===== src/rtl/alu_cmd_pkg.sv =====
// Shared definitions for the ALU command issuer: opcode encodings of the
// decoder-fronted 4-bit ALU, issuer FSM state encoding and the default width.
package alu_cmd_pkg;

    localparam int ALU_WIDTH = 4;

    localparam logic [3:0] OP_NEG_A = 4'b0000;
    localparam logic [3:0] OP_NEG_B = 4'b0001;
    localparam logic [3:0] OP_NOT_A = 4'b0010;
    localparam logic [3:0] OP_NOT_B = 4'b0011;
    localparam logic [3:0] OP_ADD   = 4'b0100;
    localparam logic [3:0] OP_SUB   = 4'b0101;
    localparam logic [3:0] OP_INC   = 4'b0110;
    localparam logic [3:0] OP_DEC   = 4'b0111;
    localparam logic [3:0] OP_MUL   = 4'b1000;
    localparam logic [3:0] OP_RSUB  = 4'b1001;
    localparam logic [3:0] OP_AND   = 4'b1010;
    localparam logic [3:0] OP_OR    = 4'b1011;
    localparam logic [3:0] OP_NAND  = 4'b1100;
    localparam logic [3:0] OP_NOR   = 4'b1101;
    localparam logic [3:0] OP_XOR   = 4'b1110;
    localparam logic [3:0] OP_XNOR  = 4'b1111;

    typedef enum logic [1:0] {
        IDLE   = 2'd0,
        SETTLE = 2'd1,
        RESP   = 2'd2
    } state_t;

endpackage


===== src/rtl/alu_ref_model.sv =====
// Combinational reference model of the decoder-fronted ALU. Result is
// truncated to WIDTH bits; carry is not modelled. Used by alu_cmd_issuer
// only when ALU_CMD_CHECK_EN is defined.
module alu_ref_model
    import alu_cmd_pkg::*;
#(
    parameter int WIDTH = ALU_WIDTH
) (
    input  logic [3:0]       opcode,
    input  logic [WIDTH-1:0] a,
    input  logic [WIDTH-1:0] b,
    output logic [WIDTH-1:0] expected
);

    logic [2*WIDTH-1:0] product;

    // Full-width product; only the low WIDTH bits are the ALU result
    assign product = {{WIDTH{1'b0}}, a} * {{WIDTH{1'b0}}, b};

    // Expected ALU result for the registered opcode and operands
    always_comb begin
        expected = '0;
        case (opcode)
            OP_NEG_A: expected = -a;
            OP_NEG_B: expected = -b;
            OP_NOT_A: expected = ~a;
            OP_NOT_B: expected = ~b;
            OP_ADD:   expected = a + b;
            OP_SUB:   expected = a - b;
            OP_INC:   expected = a + WIDTH'(1);
            OP_DEC:   expected = a - WIDTH'(1);
            OP_MUL:   expected = product[WIDTH-1:0];
            OP_RSUB:  expected = b - a;
            OP_AND:   expected = a & b;
            OP_OR:    expected = a | b;
            OP_NAND:  expected = ~(a & b);
            OP_NOR:   expected = ~(a | b);
            OP_XOR:   expected = a ^ b;
            OP_XNOR:  expected = ~(a ^ b);
            default:  expected = '0;
        endcase
    end

endmodule


===== src/rtl/alu_cmd_issuer.sv =====
// Initiator for the 4-bit ALU opcode interface. Registers a command onto the
// alu_* lines, waits SETTLE_CYCLES clocks, captures the ALU result and returns
// it with flags as a response. Optional result checking against an internal
// reference model is enabled by defining ALU_CMD_CHECK_EN (adds rsp_err).
module alu_cmd_issuer
    import alu_cmd_pkg::*;
#(
    parameter int WIDTH         = ALU_WIDTH,
    parameter int SETTLE_CYCLES = 2
) (
    input  logic             clk,
    input  logic             rst,
    input  logic             cmd_valid,
    output logic             cmd_ready,
    input  logic [3:0]       cmd_opcode,
    input  logic [WIDTH-1:0] cmd_a,
    input  logic [WIDTH-1:0] cmd_b,
    output logic [3:0]       alu_opcode,
    output logic [WIDTH-1:0] alu_a,
    output logic [WIDTH-1:0] alu_b,
    input  logic [WIDTH-1:0] alu_out,
    input  logic             alu_c_out,
    output logic             rsp_valid,
    input  logic             rsp_ready,
    output logic [WIDTH-1:0] rsp_out,
    output logic             rsp_c_out,
    output logic             rsp_zero,
    output logic [3:0]       rsp_opcode,
    output logic [7:0]       op_count
`ifdef ALU_CMD_CHECK_EN
    ,
    output logic             rsp_err
`endif
);

    // Settle counter is 4 bits wide, so the settle time must fit in 1..15
    if (SETTLE_CYCLES < 1 || SETTLE_CYCLES > 15) begin : g_bad_settle
        $error("alu_cmd_issuer: SETTLE_CYCLES must be in 1..15");
    end

    localparam logic [3:0] SETTLE_LOAD = 4'(SETTLE_CYCLES - 1);

    // Handshakes: a transfer happens on a rising clk edge where valid and
    // ready are both high. A valid side holds its payload stable until that
    // edge. cmd_ready is high in IDLE, and also in RESP during the cycle the
    // response is being accepted, so a new command can be taken on the same
    // edge that retires the previous response.
    state_t     state;
    logic [3:0] settle_cnt;
    logic       idle_ready;
    logic       cmd_accept;
    logic       capture_err;

    assign cmd_ready  = idle_ready | (rsp_valid & rsp_ready);
    assign cmd_accept = cmd_valid & cmd_ready;

`ifdef ALU_CMD_CHECK_EN
    logic [WIDTH-1:0] ref_out;

    alu_ref_model #(
        .WIDTH (WIDTH)
    ) u_ref_model (
        .opcode   (alu_opcode),
        .a        (alu_a),
        .b        (alu_b),
        .expected (ref_out)
    );

    assign capture_err = (alu_out != ref_out);
`else
    assign capture_err = 1'b0;
`endif

    // Issuer FSM: command accept, settle countdown, response hold
    always_ff @(posedge clk or posedge rst) begin
        if (rst) begin
            state      <= IDLE;
            settle_cnt <= '0;
            idle_ready <= 1'b0;
            alu_opcode <= '0;
            alu_a      <= '0;
            alu_b      <= '0;
            rsp_valid  <= 1'b0;
            rsp_out    <= '0;
            rsp_c_out  <= 1'b0;
            rsp_zero   <= 1'b0;
            rsp_opcode <= '0;
            op_count   <= '0;
`ifdef ALU_CMD_CHECK_EN
            rsp_err    <= 1'b0;
`endif
        end else begin
            // Accept is only possible in IDLE or on a RESP retire edge
            if (cmd_accept) begin
                alu_opcode <= cmd_opcode;
                alu_a      <= cmd_a;
                alu_b      <= cmd_b;
                settle_cnt <= SETTLE_LOAD;
            end

            case (state)
                IDLE: begin
                    idle_ready <= 1'b1;
                    if (cmd_accept) begin
                        idle_ready <= 1'b0;
                        state      <= SETTLE;
                    end
                end
                SETTLE: begin
                    if (settle_cnt == 4'd0) begin
                        rsp_out    <= alu_out;
                        rsp_c_out  <= alu_c_out;
                        rsp_zero   <= (alu_out == '0);
                        rsp_opcode <= alu_opcode;
                        rsp_valid  <= 1'b1;
                        state      <= RESP;
`ifdef ALU_CMD_CHECK_EN
                        rsp_err    <= capture_err;
`endif
                    end else begin
                        settle_cnt <= settle_cnt - 4'd1;
                    end
                end
                RESP: begin
                    if (rsp_ready) begin
                        rsp_valid <= 1'b0;
                        op_count  <= op_count + 8'd1;
                        if (cmd_valid) begin
                            state <= SETTLE;
                        end else begin
                            state      <= IDLE;
                            idle_ready <= 1'b1;
                        end
                    end
                end
                default: begin
                    state      <= IDLE;
                    idle_ready <= 1'b0;
                end
            endcase
        end
    end

    logic unused_err;
    assign unused_err = capture_err;

endmodule


===== config.mk =====
export PLATFORM = sky130hd
export DESIGN_NAME = alu_cmd_issuer
export DESIGN_NICKNAME = d
export VERILOG_FILES = /design/src/rtl/alu_cmd_pkg.sv /design/src/rtl/alu_ref_model.sv /design/src/rtl/alu_cmd_issuer.sv
export SDC_FILE = /design/constraint.sdc
export NUM_CORES = 1
export LEC_CHECK = 0
export ABC_AREA = 0
export CAP_MARGIN = 20
export CORE_MARGIN = 3
export CORE_UTILIZATION = 40
export DETAILED_ROUTE_END_ITERATION = 12
export GPL_TIMING_DRIVEN = 0
export MAX_ROUTING_LAYER = met4
export PLACE_DENSITY = 0.73
export SKIP_CTS_REPAIR_TIMING = 1
export SLEW_MARGIN = 20
export SYNTH_ARGS = -nofsm -noshare
export SYNTH_HDL_FRONTEND = slang
export SYNTH_HIERARCHICAL = 1
export SYNTH_SLANG_ARGS = --single-unit
export TNS_END_PERCENT = 20

===== constraint.sdc =====
create_clock -name clk -period 1.8 [get_ports clk]
set_clock_uncertainty 0.2 [all_clocks]
set_input_delay 0.18 -clock clk [delete_from_list [all_inputs] [get_ports clk]]
set_output_delay 0.18 -clock clk [all_outputs]
set_load 0.005 [all_outputs]

**Word level (Yosys, flattened, before mapping)**

Cells that the tools add are included.

- Flip-flop bits (word level): 38
- Memories: 0
- Memory bits (writable): 0
- Logic and storage cells: 48
- Bits in latches: 0
- Bits in read-only memories: 0
- Bits of input ports: 21
- Output and inout port bits: 32

- Add/subtract/negate cells: 2
- Mux-type cells: 15
- Divide/modulo/power cells: 0
- Bitwise gates (word level): 4
- Multipliers: 0
- Order comparisons: 0
- Reduce and logical (&&, ||, !) cells: 9
- Shifts and indexed selects: 0
- Equality and inequality tests: 6

Operators by type and width:

| kind | count |
|---|---|
| two-way mux 4 bit | 3 |
| AND reduction 3 bit | 3 |
| adder 8 x 1 -> 8 bit (second input constant) | 1 |
| zero test 4 bit | 2 |
| != test 2 bit (second input constant) | 4 |
| two-way mux 1 bit | 6 |
| two-way mux 2 bit | 3 |
| one-hot mux 2 bit (3 select lines) | 1 |
| AND reduction 2 bit | 2 |
| subtractor 4 x 1 -> 4 bit (second input constant) | 1 |
| one-hot mux 1 bit (3 select lines) | 1 |
| bitwise AND 1 bit | 2 |
| == test 2 x 1 -> 1 bit (second input constant) | 1 |
| == test 2 bit (second input constant) | 1 |
| zero test 2 bit | 1 |
| one-hot mux 1 bit (2 select lines) | 1 |
| nonzero test 2 bit | 1 |
| inverter 1 bit | 1 |
| OR 1 bit | 1 |

**Depth between registers and ports, before layout**

Gate-level depths: netlist of run 1.

- Depth in word-level cells: 6
- Depth in mapped cells: 6
- Mapped depth without buffers: 5

**Worst setup path before layout of run 1**

OpenSTA, ideal clock, no wires.

- Path kind: register to register
- From: reg settle_cnt[0]
- To: reg rsp_c_out
- Arrival: 1.420 ns
- Path buffers: 1
- Library setup time: 0.125 ns
- Slack: 0.055 ns
- Period minus slack after synthesis: 1.745 ns
- Data required time: 1.475 ns
- Cell stages (with the launch flop): 7
- Path through: dfrtp_1 > inv_1 > ha_1 > nor3b_2 > nand2_2 > buf_6 > mux2_4

- Cells in the longest elaborated chain, start to end: 2

Ends and longest elaborated chain:

| what | line | RTL |
|---|---|---|
| start, declared | alu_cmd_issuer.sv:49 | `logic [3:0] settle_cnt;` |
| start signal, assigned | alu_cmd_issuer.sv:121 | `settle_cnt <= settle_cnt - 4'd1;` |
| zero test 4 bit | alu_cmd_issuer.sv:110 | `if (settle_cnt == 4'd0) begin` |
| AND reduction 2 bit (no line) | -- |  |
| end signal, assigned | alu_cmd_issuer.sv:112 | `rsp_c_out <= alu_c_out;` |
| end, declared | alu_cmd_issuer.sv:26 | `output logic rsp_c_out,` |

Every way passes these cells.
A chain may end at the register's enable or synchronous reset.

**Worst setup path in the final report of run 1**

- From: reg idle_ready
- To: out cmd_ready

- Cells in the longest elaborated chain, start to end: 1

Ends and longest elaborated chain:

| what | line | RTL |
|---|---|---|
| start, declared | alu_cmd_issuer.sv:50 | `logic idle_ready;` |
| start signal, assigned | alu_cmd_issuer.sv:79 | `idle_ready <= 1'b0;` |
| start signal, assigned | alu_cmd_issuer.sv:103 | `idle_ready <= 1'b1;` |
| start signal, assigned | alu_cmd_issuer.sv:105 | `idle_ready <= 1'b0;` |
| OR 1 bit | alu_cmd_issuer.sv:54 | `assign cmd_ready = idle_ready \| (rsp_valid & rsp_ready);` |
| end, declared | alu_cmd_issuer.sv:14 | `output logic cmd_ready,` |

Every way passes these cells.

==> results.yml, run 1 <==
sta:
  timing_hold_violations_final: 0
  finalMaxSlewViolations: 0
  fmax_mhz: 565.6
  grt_setup_unrepaired: "true"
  timing.setup.tns_ns: 0
  tightestPinTransition_ns: 0.2949
  period_minus_slack_ns: 1.768
  slew-limit-headroom: 0.8028
  final.period_utilization: 0.9822
  setup_viol: 0
die:
  dieWidth_um: 70.99
  design.die.area_um2: 5039
  core_region_area_um2: 3854
  initial_core_util: 0.4383
  num_rows: 22
  io-pin-count: 53
  dieHeight_um: 70.99
power:
  switchingPower_mw: 1.092
  worst_ir_drop_vdd_mv: 0.7610
  power.switching_fraction: 0.2984
  share_comb_of_total_power: 0.450
  internal-power_mw: 2.569
  powerDensity_nw_per_um2: 1494
  p_leak_nw: 1.115
  p_seq_frac: 0.387
  clkPwrFrac: 0.164
setup_path:
  reg2reg_from: "settle_cnt[1]"
  timing.critical_path.required_ns: 1.42
  cp_max_fo: 4
  worst-setup-path-type: "reg2out"
  timing.critical_path.depth: 2
  startpoint: "idle_ready"
  path_cells: "a21o_2 -> clkdlybuf4s50_1"
  worst_r2r_path_depth: 6
  setup.worst_path.end: "cmd_ready"
  path_buf_inv: 1
  r2r_setup_slack_ns: 0.04
  worst_setup_path_start_kind: "flop"
  crit_path_top_delay_cell: "sky130_fd_sc_hd__clkdlybuf4s50_1"
  cpLargestDelayFamily: "buffers and inverters"
  crit_arrival_ns: 1.39
  max_stage_delay_ns: 0.45
  endpoint_kind: "output port"
  rr_endpoint: "rsp_out[3]"
cells_and_area:
  mostFrequentLayoutCell: "sky130_fd_sc_hd__clkdlybuf4s50_1"
  antenna-diode-count: 0
  number_of_nets_in_the_layout: 211
  final-instance-count-excl-fill: 237
  finalCoreUtilization: 0.6357
  highest_count_cells_in_the_layout_ignoring_fill_and_taps: "51 x sky130_fd_sc_hd__clkdlybuf4s50_1, 38 x sky130_fd_sc_hd__dfrtp_1, 15 x sky130_fd_sc_hd__mux2_4"
  synthToLayoutAreaGrowth_pct: 45.04
  drive_above_1_share: 0.2593
synthesis:
  synthesis.area_um2: 1689
  syn_nets: 145
  yosysTopAreaCell: "sky130_fd_sc_hd__dfrtp_1"
  synth_top_cells_by_area: "sky130_fd_sc_hd__dfrtp_1 56%, sky130_fd_sc_hd__mux2_4 13%, sky130_fd_sc_hd__mux2_2 4.7%"
  post_synth.cell_area_avg_um2: 13.85
  yosysWarnings: 6
  synth_top_area_frac: 0.5630
  netlist-cell-type-count: 35
  synthCells: 122
  seq_area_frac_synth: 0.5630
  number_of_register_bits_inferred_by_synthesis: 38
clocking:
  clk_path_buf_depth: 2
  h_tree_depth: 2
  cts_root_buffer: "sky130_fd_sc_hd__clkbuf_8"
  clkSlewWorstSetupHoldPaths_ns: 0.08
  clk-insertion-delay-late_ns: 0.29
  tritoncts: "yes"
  cts_inserted_buffers: 5
  cts_num_sinks: 38
routing:
  firstDrtPassIters: 4
  wirelength_met1_um: 1644
  met2_length_um: 1694
  via_count: 1196
  dr.max_layer_used: "met4"
  remaining_drc_errors: 0
  wl_per_cell_um: 15.28
  via_per_inst: 5.046
  met3RoutedLength_um: 239
  total_detailed_routing_wirelength_um: 3622
  number_of_drc_violations_after_detailed_routing_iteration_0: 36
  final_antenna_net_count: 0
global_route:
  vias_in_the_first_global_route: 1234
  overall_overflow_remaining_after_global_route: 0
  wire_length_of_the_first_global_routing_pass_um: 6030
  antenna_found_initial: 0
  grt_util_all_layers: 0.1558
  grt_max_degree: 35
min_path:
  hold_class: "in2reg"
placed_design:
  place.detailed.instances: 223
  hpwl_after_detailed_placement_um: 2594
  port-buffer-count: 52
  place_congestion: 0.7631
outcome:
  status: "finished clean"
run:
  drv_cap: 0
## power groups by stage
| stage | clock, mW | combinational, mW | sequential (mW) |
|---|---|---|---|
| floorplan | 0 | 0.820 | 1.40 |
| global placement | 0 | 1.52 | 1.40 |
| detailed placement | 0 | 1.56 | 1.43 |
| CTS | 0.612 | 1.56 | 1.41 |
| global route | 0.661 | 1.80 | 1.46 |
| finish | 0.599 | 1.65 | 1.42 |
## registers in the layout, summed over array words and instances, names as in the netlist
signal / flops
rsp_opcode: 4
rsp_zero: 1
rsp_valid: 1
rsp_c_out: 1
alu_b: 4
op_count: 8
alu_a: 4
rsp_out: 4
alu_opcode: 4
settle_cnt: 4
state: 2
idle_ready: 1
## worst min-delay path by stage
stage	start	end	slack (ns)	depth (start not counted)
3_3_place_gp	op_count[7]	op_count[7]	0.25	1
3_5_place_dp	rst	op_count[7]	0.20	2
6_report	rsp_ready	state[1]	0.08	2
5_1_grt	rsp_ready	state[1]	0.14	2
2_1_floorplan	rsp_ready	state[1]	0.09	1
4_1_cts	rst	op_count[7]	-0.11	2
## final cells by class
type                            count  area [um2]
Buffer                              3       27.53
Clock buffer                        7       86.33
Clock inverter                      1       5.005
Fill cell                         290        1404
Inverter                            3       11.26
Multi-Input combinational cell     78       718.2
Sequential cell                    38       950.9
Tap cell                           48       60.06
Timing Repair Buffer               59       590.6
## metrics by stage
step                setup WS (ns)  instance area [um2]  total power [mW]  hold slack, ns
finish                    0.03208                 2450             3.661         0.08479
global route             -0.02368                 2450             3.913          0.1364
CTS                       -0.1243                 2381             3.589         -0.1051
detailed placement        -0.2010                 2290             2.982          0.2027
global placement          -0.2347                 2270             2.925          0.2546
floorplan                 0.05476                 1689             2.223         0.08727
## worst register-to-register path, delay by kind of cell, from the launching register on
kind	cells	cell delay, ns
fa+ha+maj	1	0.15
buf+inv	2	0.25
simple gates	2	0.31
flops	1	0.42
mux	1	0.30
## cells by family (layout without fill, tap and decap cells)
kind of cell	Yosys count	in the layout	share of synthesized area
AOI/OAI and AO/OA	15	15	0.06445
xor gates and xnor gates	7	7	0.03630
adders and majority gates	2	2	0.01481
buffers and inverters	6	73	0.02296
DFF	38	38	0.5630
muxes	23	23	0.1859
and+or+nand+nor	31	31	0.1126
## Yosys cell counts
| cell | n |
|---|---|
| sky130_fd_sc_hd__a21oi_1 | 3 |
| sky130_fd_sc_hd__a21o_2 | 1 |
| sky130_fd_sc_hd__or4_1 | 2 |
| sky130_fd_sc_hd__nand3b_1 | 2 |
| sky130_fd_sc_hd__xnor2_1 | 3 |
| sky130_fd_sc_hd__nand2b_1 | 5 |
| sky130_fd_sc_hd__a31o_2 | 1 |
| sky130_fd_sc_hd__a211oi_2 | 1 |
| sky130_fd_sc_hd__nor3_1 | 3 |
| sky130_fd_sc_hd__buf_6 | 2 |
| sky130_fd_sc_hd__dfrtp_1 | 38 |
| sky130_fd_sc_hd__mux2_4 | 15 |
| sky130_fd_sc_hd__o221a_2 | 1 |
| sky130_fd_sc_hd__a31o_1 | 1 |
| sky130_fd_sc_hd__or3b_1 | 1 |
| sky130_fd_sc_hd__nor3b_2 | 1 |
| sky130_fd_sc_hd__or2b_1 | 1 |
| sky130_fd_sc_hd__buf_2 | 1 |
| sky130_fd_sc_hd__ha_1 | 2 |
| sky130_fd_sc_hd__nand4_1 | 1 |
| sky130_fd_sc_hd__inv_1 | 3 |
| sky130_fd_sc_hd__a22oi_1 | 1 |
| sky130_fd_sc_hd__o31ai_1 | 1 |
| sky130_fd_sc_hd__and3_1 | 2 |
| sky130_fd_sc_hd__o2bb2ai_1 | 1 |
| sky130_fd_sc_hd__xor2_1 | 4 |
| sky130_fd_sc_hd__nor2b_1 | 1 |
| sky130_fd_sc_hd__o21ai_0 | 4 |
| sky130_fd_sc_hd__mux2_2 | 7 |
| sky130_fd_sc_hd__nor2_1 | 1 |
| sky130_fd_sc_hd__and4b_1 | 1 |
| sky130_fd_sc_hd__nand2_1 | 5 |
| sky130_fd_sc_hd__mux2i_1 | 1 |
| sky130_fd_sc_hd__nand2_2 | 2 |
| sky130_fd_sc_hd__nand3_1 | 3 |
## per-layer routing
metal	up-vias	global-route usage
met3	5	0.04403
met5	-	-
met2	38	0.2410
met4	0	0.05010
met1	584	0.1980
li1	569	-
Power figures use the tool's default switching activity.
==> run 2, diff against run 1 <==
--- a/config.mk
+++ b/config.mk
@@ -19,4 +19,4 @@
 export SYNTH_HDL_FRONTEND = slang
 export SYNTH_HIERARCHICAL = 1
 export SYNTH_SLANG_ARGS = --single-unit
-export TNS_END_PERCENT = 20
+export TNS_END_PERCENT = 1
==> results.yml, run 2 (same netlist as run 1, synthesis figures left out) <==
sta:
  tightestPinTransition_ns: 0.2925
  final.setup.worst_slack_ns: 0.02937
  timing_hold_violations_final: 0
  setup_viol: 0
  period_minus_slack_ns: 1.771
  slew-limit-headroom: 0.8044
  fmax_mhz: 564.8
  timing.setup.tns_ns: 0
  grt_setup_unrepaired: "true"
  final.period_utilization: 0.9837
  finalMaxSlewViolations: 0
routing:
  wl_per_cell_um: 15.40
  via_per_inst: 5.114
  number_of_drc_violations_after_detailed_routing_iteration_0: 47
  firstDrtPassIters: 4
  final_antenna_net_count: 0
  remaining_drc_errors: 0
  via_count: 1207
  total_detailed_routing_wirelength_um: 3635
placed_design:
  port-buffer-count: 52
  dpl_worst_slack_ns: -0.2010
  place_congestion: 0.7631
  hpwl_after_detailed_placement_um: 2594
cells_and_area:
  mostFrequentLayoutCell: "sky130_fd_sc_hd__clkdlybuf4s50_1"
  drive_above_1_share: 0.2553
  number_of_nets_in_the_layout: 210
  highest_count_cells_in_the_layout_ignoring_fill_and_taps: "51 x sky130_fd_sc_hd__clkdlybuf4s50_1, 38 x sky130_fd_sc_hd__dfrtp_1, 15 x sky130_fd_sc_hd__mux2_4"
  ff_latch_area_um2: 950.9
  synthToLayoutAreaGrowth_pct: 44.59
  number_of_flip_flops_under_the_largest_register_name: 8
  largest-register: "op_count"
  fillerInstances: 292
  antenna-diode-count: 0
  multi_input_area_um2: 718.2
setup_path:
  crit_path_top_delay_cell: "sky130_fd_sc_hd__dfrtp_1"
  reg2reg_from: "settle_cnt[1]"
  r2r_setup_slack_ns: 0.03
  crit_arrival_ns: 1.74
  max_stage_delay_ns: 0.41
  path_cells: "inv_2 -> ha_4 -> nor3b_4 -> nand2_2 -> buf_6 -> mux2_4"
  cpLargestDelayFamily: "flip-flops"
  rr_endpoint: "rsp_out[3]"
  path_buf_inv: 2
  cp_max_fo: 10
  worst_r2r_path_depth: 6
  timing.critical_path.depth: 6
  worst-setup-path-type: "reg2reg"
  endpoint_kind: "flop"
  worst_setup_path_start_kind: "flop"
  timing.critical_path.required_ns: 1.77
global_route:
  groute.layer.met1.usage: 0.1980
  antenna_found_initial: 0
  grtUsageMet2: 0.2410
  vias_in_the_first_global_route: 1234
  grt_max_degree: 35
  wire_length_of_the_first_global_routing_pass_um: 6030
  grt_util_all_layers: 0.1558
  globalRoute.busiestLayer: "met2"
  overall_overflow_remaining_after_global_route: 0
  grtUsageMet3: 0.04403
min_path:
  worst_min_delay_path_startpoint: "rsp_ready"
  hold_class: "in2reg"
  hold-path-cell-count: 2
  worst_hold_endpoint: "state[1]"
outcome:
  status: "finished clean"
die:
  io-pin-count: 53
  initial_core_util: 0.4383
  num_rows: 22
  dieWidth_um: 70.99
  core_region_area_um2: 3854
  dieHeight_um: 70.99
  design.die.area_um2: 5039
power:
  worst_ir_drop_vdd_mv: 0.7612
  p_leak_nw: 1.110
  powerDensity_nw_per_um2: 1493
clocking:
  clk-insertion-delay-late_ns: 0.29
  h_tree_depth: 2
  clkSlewWorstSetupHoldPaths_ns: 0.07
  tritoncts: "yes"
  cts_root_buffer: "sky130_fd_sc_hd__clkbuf_8"
  cts_num_sinks: 38
  cts_inserted_buffers: 5
  clk_path_buf_depth: 2
run:
  drv_cap: 0
run 2: changes by cell type in the layout (fill, tap and decap cells not counted), sizes merged:
cell | before | now
buf | 9 | 8
run 2: worst max path at each step:
stage	start	slack [ns]	end
final	settle_cnt[1]	0.03	rsp_out[3]
after global routing	settle_cnt[0]	-0.04	rsp_c_out
after CTS	settle_cnt[0]	-0.12	rsp_out[3]
after detailed placement	rsp_ready	-0.20	alu_b[3]
after global placement	rst	-0.23	rsp_out[0]
after floorplan	settle_cnt[0]	0.05	rsp_c_out
run 2: routing by layer:
layer / routed length (um) / part of all wire
met3: 243 / 0.067
met1: 1639 / 0.45
met2: 1707 / 0.47
met4: 44 / 0.012
met5: 0 / 0
run 2: through the flow:
| step | util | instances | hold slack (ns) | power [mW] | area [um2] |
|---|---|---|---|---|---|
| global placement | 0.5890 | 222 | 0.2546 | 2.925 | 2270 |
| detailed placement | 0.5942 | 223 | 0.2027 | 2.982 | 2290 |
| CTS | 0.6179 | 231 | -0.1051 | 3.589 | 2381 |
| global route | 0.6338 | 236 | 0.1364 | 3.900 | 2442 |
| finish | 0.6338 | 236 | 0.08907 | 3.646 | 2442 |
| floorplan | - | 122 | 0.08727 | 2.223 | 1689 |
run 2: cell type report:
cell class / count / area share
timing repair buffer: 58 / 0.2387
inverter: 3 / 0.004611
sequential: 38 / 0.3893
multi-input combinational: 78 / 0.2941
buffer: 3 / 0.01127
tap: 48 / 0.02459
clock buffer: 7 / 0.03535
clock inverter: 1 / 0.002049
run 2: power breakdown:
group	internal, mW	switching (mW)
combinational	1.07	0.564
clock	0.309	0.285
sequential	1.18	0.240
total	2.56	1.09
==> run 3, diff against run 2 <==
--- a/config.mk
+++ b/config.mk
@@ -8,13 +8,13 @@
 export ABC_AREA = 0
 export CAP_MARGIN = 20
 export CORE_MARGIN = 3
-export CORE_UTILIZATION = 40
+export CORE_UTILIZATION = 41
 export DETAILED_ROUTE_END_ITERATION = 12
 export GPL_TIMING_DRIVEN = 0
 export MAX_ROUTING_LAYER = met4
-export PLACE_DENSITY = 0.73
+export PLACE_DENSITY = 0.75
 export SKIP_CTS_REPAIR_TIMING = 1
-export SLEW_MARGIN = 20
+export SLEW_MARGIN = 10
 export SYNTH_ARGS = -nofsm -noshare
 export SYNTH_HDL_FRONTEND = slang
 export SYNTH_HIERARCHICAL = 1
==> results.yml, run 3 (same netlist as run 1, synthesis figures left out) <==
setup_path:
  reg2reg_from: "settle_cnt[0]"
  timing.critical_path.required_ns: 1.77
  rr_endpoint: "rsp_out[3]"
  endpoint_kind: "flop"
  crit_arrival_ns: 1.75
  worst_r2r_path_depth: 6
  worst_setup_path_start_kind: "flop"
  worst-setup-path-type: "reg2reg"
  r2r_setup_slack_ns: 0.02
  cp_max_fo: 9
power:
  p_leak_nw: 1.089
  powerDensity_nw_per_um2: 1500
  worst_ir_drop_vdd_mv: 0.8605
  power_mw: 3.593
clocking:
  h_tree_depth: 2
  cts_num_sinks: 38
  cts_inserted_buffers: 5
  cts_root_buffer: "sky130_fd_sc_hd__clkbuf_8"
  clk_path_buf_depth: 2
  tritoncts: "yes"
  clk-insertion-delay-late_ns: 0.29
  clkSlewWorstSetupHoldPaths_ns: 0.08
placed_design:
  port-buffer-count: 52
  hpwl_after_detailed_placement_um: 2578
  place_congestion: 0.7437
  place.detailed.instances: 222
  dpl_worst_slack_ns: -0.1670
routing:
  wl_per_cell_um: 15.31
  final_antenna_net_count: 0
  via_per_inst: 5.086
  number_of_drc_violations_after_detailed_routing_iteration_0: 58
  firstDrtPassIters: 4
  remaining_drc_errors: 0
  total_detailed_routing_wirelength_um: 3553
  via_count: 1180
sta:
  finalMaxSlewViolations: 0
  finalHoldWorstSlack_ns: 0.06119
  grt_setup_unrepaired: "true"
  timing_hold_violations_final: 0
  slew-limit-headroom: 0.4841
  final.period_utilization: 0.9908
  period_minus_slack_ns: 1.783
  fmax_mhz: 560.7
  final.setup.worst_slack_ns: 0.01664
  tightestPinTransition_ns: 0.7727
  setup_viol: 0
cells_and_area:
  largest-register: "op_count"
  final-instance-count-excl-fill: 232
  highest_count_cells_in_the_layout_ignoring_fill_and_taps: "51 x sky130_fd_sc_hd__clkdlybuf4s50_1, 38 x sky130_fd_sc_hd__dfrtp_1, 15 x sky130_fd_sc_hd__mux2_4"
  synthToLayoutAreaGrowth_pct: 41.85
  antenna-diode-count: 0
  mostFrequentLayoutCell: "sky130_fd_sc_hd__clkdlybuf4s50_1"
  number_of_nets_in_the_layout: 207
  number_of_flip_flops_under_the_largest_register_name: 8
  drive_above_1_share: 0.2500
min_path:
  hold_class: "in2reg"
  hold-path-cell-count: 2
  worst_min_delay_path_startpoint: "rsp_ready"
  worst_hold_endpoint: "state[1]"
die:
  io-pin-count: 53
  design.die.area_um2: 4926
  core_region_area_um2: 3826
  dieWidth_um: 70.19
  dieHeight_um: 70.19
  num_rows: 22
  initial_core_util: 0.4415
global_route:
  grt_util_all_layers: 0.1537
  wire_length_of_the_first_global_routing_pass_um: 5671
  antenna_found_initial: 0
  vias_in_the_first_global_route: 1184
  overall_overflow_remaining_after_global_route: 0
  grt_max_degree: 39
run:
  drv_cap: 0
outcome:
  status: "finished clean"
[run 3: how the worst max path moves through the flow]
| stage | from | to | slack [ns] | cells past startpoint |
|---|---|---|---|---|
| 2_1_floorplan | settle_cnt[0] | rsp_c_out | 0.05 | 6 |
| 3_3_place_gp | rst | rsp_out[3] | -0.21 | 2 |
| 3_5_place_dp | rsp_ready | alu_b[0] | -0.17 | 5 |
| 4_1_cts | settle_cnt[0] | rsp_out[3] | -0.13 | 6 |
| 5_1_grt | settle_cnt[0] | rsp_out[3] | -0.04 | 6 |
| 6_report | settle_cnt[0] | rsp_out[3] | 0.02 | 6 |
[run 3: critical path, cell delays in order, from the launching register on]
cell and delay [ns]:
sky130_fd_sc_hd__dfrtp_1 0.40, sky130_fd_sc_hd__inv_2 0.10, sky130_fd_sc_hd__ha_4 0.15, sky130_fd_sc_hd__nor3b_4 0.24, sky130_fd_sc_hd__nand2_2 0.12, sky130_fd_sc_hd__buf_8 0.17
sky130_fd_sc_hd__mux2_4 0.29
[run 3: routing by layer]
layer	part of all wire	global-route usage
met3	0.056	0.04029
met2	0.48	0.2371
met4	0.033	0.08085
met1	0.43	0.1845
met5	0	-
[run 3: area by class of cell]
cell class	instances	area, um2
Multi-Input combinational cell	78	718.2
Clock buffer	5	68.82
Inverter	3	11.26
Buffer	3	31.28
Fill cell	285	1430
Clock inverter	2	10.01
Tap cell	48	60.06
Sequential cell	38	950.9
Timing Repair Buffer	55	545.5
[run 3: metrics by stage]
step / area [um2] / utilization / setup TNS (ns)
CTS: 2349 / 0.6138 / -0.9093
global route: 2396 / 0.6262 / -0.2636
finish: 2396 / 0.6262 / 0
global placement: 2270 / 0.5932 / -9.235
detailed placement: 2270 / 0.5932 / -2.106
floorplan: 1689 / - / 0
[run 3: report_power, final]
group | switching (mW) | internal, mW | leakage [nW] | total (mW)
sequential | 0.245 | 1.17 | 0.465 | 1.42
combinational | 0.560 | 1.07 | 0.579 | 1.63
clock | 0.289 | 0.260 | 0.0438 | 0.548
total | 1.09 | 2.50 | 1.09 | 3.59
==> RTL edit (flow settings as in run 1) <==
Change the package constant `ALU_WIDTH` from 4 to 6.
--- a/src/rtl/alu_cmd_pkg.sv
+++ b/src/rtl/alu_cmd_pkg.sv
@@ -3,5 +3,5 @@
 package alu_cmd_pkg;
 
-    localparam int ALU_WIDTH = 4;
+    localparam int ALU_WIDTH = 6;
 
     localparam logic [3:0] OP_NEG_A = 4'b0000;
Ports: changed (6 resized); port bits go from 53 to 65. The function was not compared with the original's and may differ.
==> RTL edit against run 1 <==
Cell area grew 14%. Register-to-register slack better by 0.02 ns. Non-clock buffer count increased by 11. Worst setup slack better by 0.033 ns. Sequential cell count is 6 higher. Total power grew 10%. Wire length is 8.8% higher. Synthesized area increased by 12%. Critical path depth up 4. Count of clock-buffer cells in the layout is 1 lower.
==> RTL edit: results (changes against run 1) <==
----------------------------------------------------
[Outcome]
  Outcome ... finished, final reports clean (unchanged)

[Final layout]
  Multi-input gate area ... 781 um^2 (was 718 um^2)
  Number of filler instances in the final layout ... 327 (was 290)

[Global route]
  Wire length of the first global-routing pass ... 6490 um (was 6030 um)
  Vias in the first global route ... 1396 (was 1234)
  All-Layer GR Usage ... 16.0% (was 15.6%)
  Grt met1 use ... 18.9% (was 19.8%)
  M3 GR Usage ... 6.81% (was 4.40%)

[Synthesis]
  Top cells by area, synth ... sky130_fd_sc_hd__dfrtp_1 (58%), sky130_fd_sc_hd__mux2_2 (11%), sky130_fd_sc_hd__mux2_4 (6.3%), sky130_fd_sc_hd__nand2b_1 (2.0%), sky130_fd_sc_hd__xor2_1 (1.8%) (was sky130_fd_sc_hd__dfrtp_1 (56%), sky130_fd_sc_hd__mux2_4 (13%), sky130_fd_sc_hd__mux2_2 (4.7%), sky130_fd_sc_hd__xor2_1 (2.1%), sky130_fd_sc_hd__nand2b_1 (1.9%))
  Number of nets produced by synthesis ... 162 (was 145)

[Power and ir drop]
  Maximum ir drop on the vdd rail ... 0.666 mV (was 0.761 mV)
  Static power due to leakage ... 1.24 nW (was 1.11 nW)

[Placement]
  Count of buffers inserted at the top-level ports ... 64 (was 52)
  Global placer's final weighted congestion ... 0.807 (was 0.763)
  Pre-CTS setup slack ... -0.221 ns (was -0.201 ns)
  Total half-perimeter wirelength after legalization and detailed placement ... 3010 um (was 2590 um)

[Setup path]
  Worst reg2reg path endpoint ... rsp_opcode[1] (was rsp_out[3])
  Max Fanout on Critical Path ... 10 (was 4)
  Largest delay contributor family on the critical path ... flip-flops (was buffers and inverters)
  Slowest library cell on the worst path ... sky130_fd_sc_hd__dfrtp_1 (was sky130_fd_sc_hd__clkdlybuf4s50_1)
  CP Capture Type ... flop (was output port)
  Arrival time of the worst setup path ... 1.71 ns (was 1.39 ns)
  Highest cell delay on the worst timing path ... 0.40 ns (was 0.45 ns)

[Route]
  Average wire length per cell after detail routing ... 15.0 um (was 15.3 um)
  Initial detailed-routing violation count ... 63 (was 36)

[Hold path]
  Worst min-delay path class ... primary input to asynchronous set/reset pin (was primary input to flop)

----------------------------------------------------
## RTL edit: worst min-delay path by stage
stage | startpoint | end | slack [ns] | cells past startpoint
after CTS | rst | rsp_opcode[2] | 0.05 | 2
after global routing | rst | rsp_opcode[2] | 0.09 | 2
final | rst | alu_b[2] | 0.05 | 2
after global placement | op_count[7] | op_count[7] | 0.26 | 1
after floorplan | rsp_ready | state[1] | 0.09 | 1
after detailed placement | op_count[7] | op_count[7] | 0.28 | 1
## RTL edit: logic make-up after synthesis
logic type	share of synthesized area, %
buffers and inverters	2.05
xor gates and xnor gates	3.23
muxes	19.3
DFF	58.1
AOI/OAI and AO/OA	5.02
adders and majority gates	1.32
and+or+nand+nor	11.0
## RTL edit: metrics by stage
stage	instances	total power, mW	hold WS, ns
floorplan	133	2.48	0.0873
global placement	249	3.28	0.258
detailed placement	250	3.38	0.276
CTS	257	3.97	0.0478
global route	262	4.32	0.0858
finish	262	4.04	0.0469
## RTL edit: final cells by class
type | count | area share [%]
clock buffers | 6 | 2.61
plain buffers | 3 | 1.30
clock inverters | 1 | 0.180
repair buffers | 70 | 25.5
flip-flops and latches | 44 | 39.6
well taps | 52 | 2.34
multi-input cells | 83 | 28.1
inverters | 3 | 0.405
## RTL edit: power by group
group,total (mW),internal [mW],leakage (nW),switching (mW)
sequential,1.62,1.36,0.536,0.261
combinational,1.86,1.23,0.662,0.628
clock,0.563,0.264,0.0410,0.300
## RTL edit: worst reg2reg max path: cells and delay by family (launching register included)
kind	cells	cell delay, ns
muxes	1	0.29
adders and majority gates	1	0.14
and+or+nand+nor	2	0.33
buffers and inverters	2	0.26
DFF	1	0.40
## RTL edit: metal layers
layer,vias up,part of all wire [%]
li1,628,-
met1,665,41
met2,56,49
met3,6,9.1
met4,0,1.5
met5,-,0
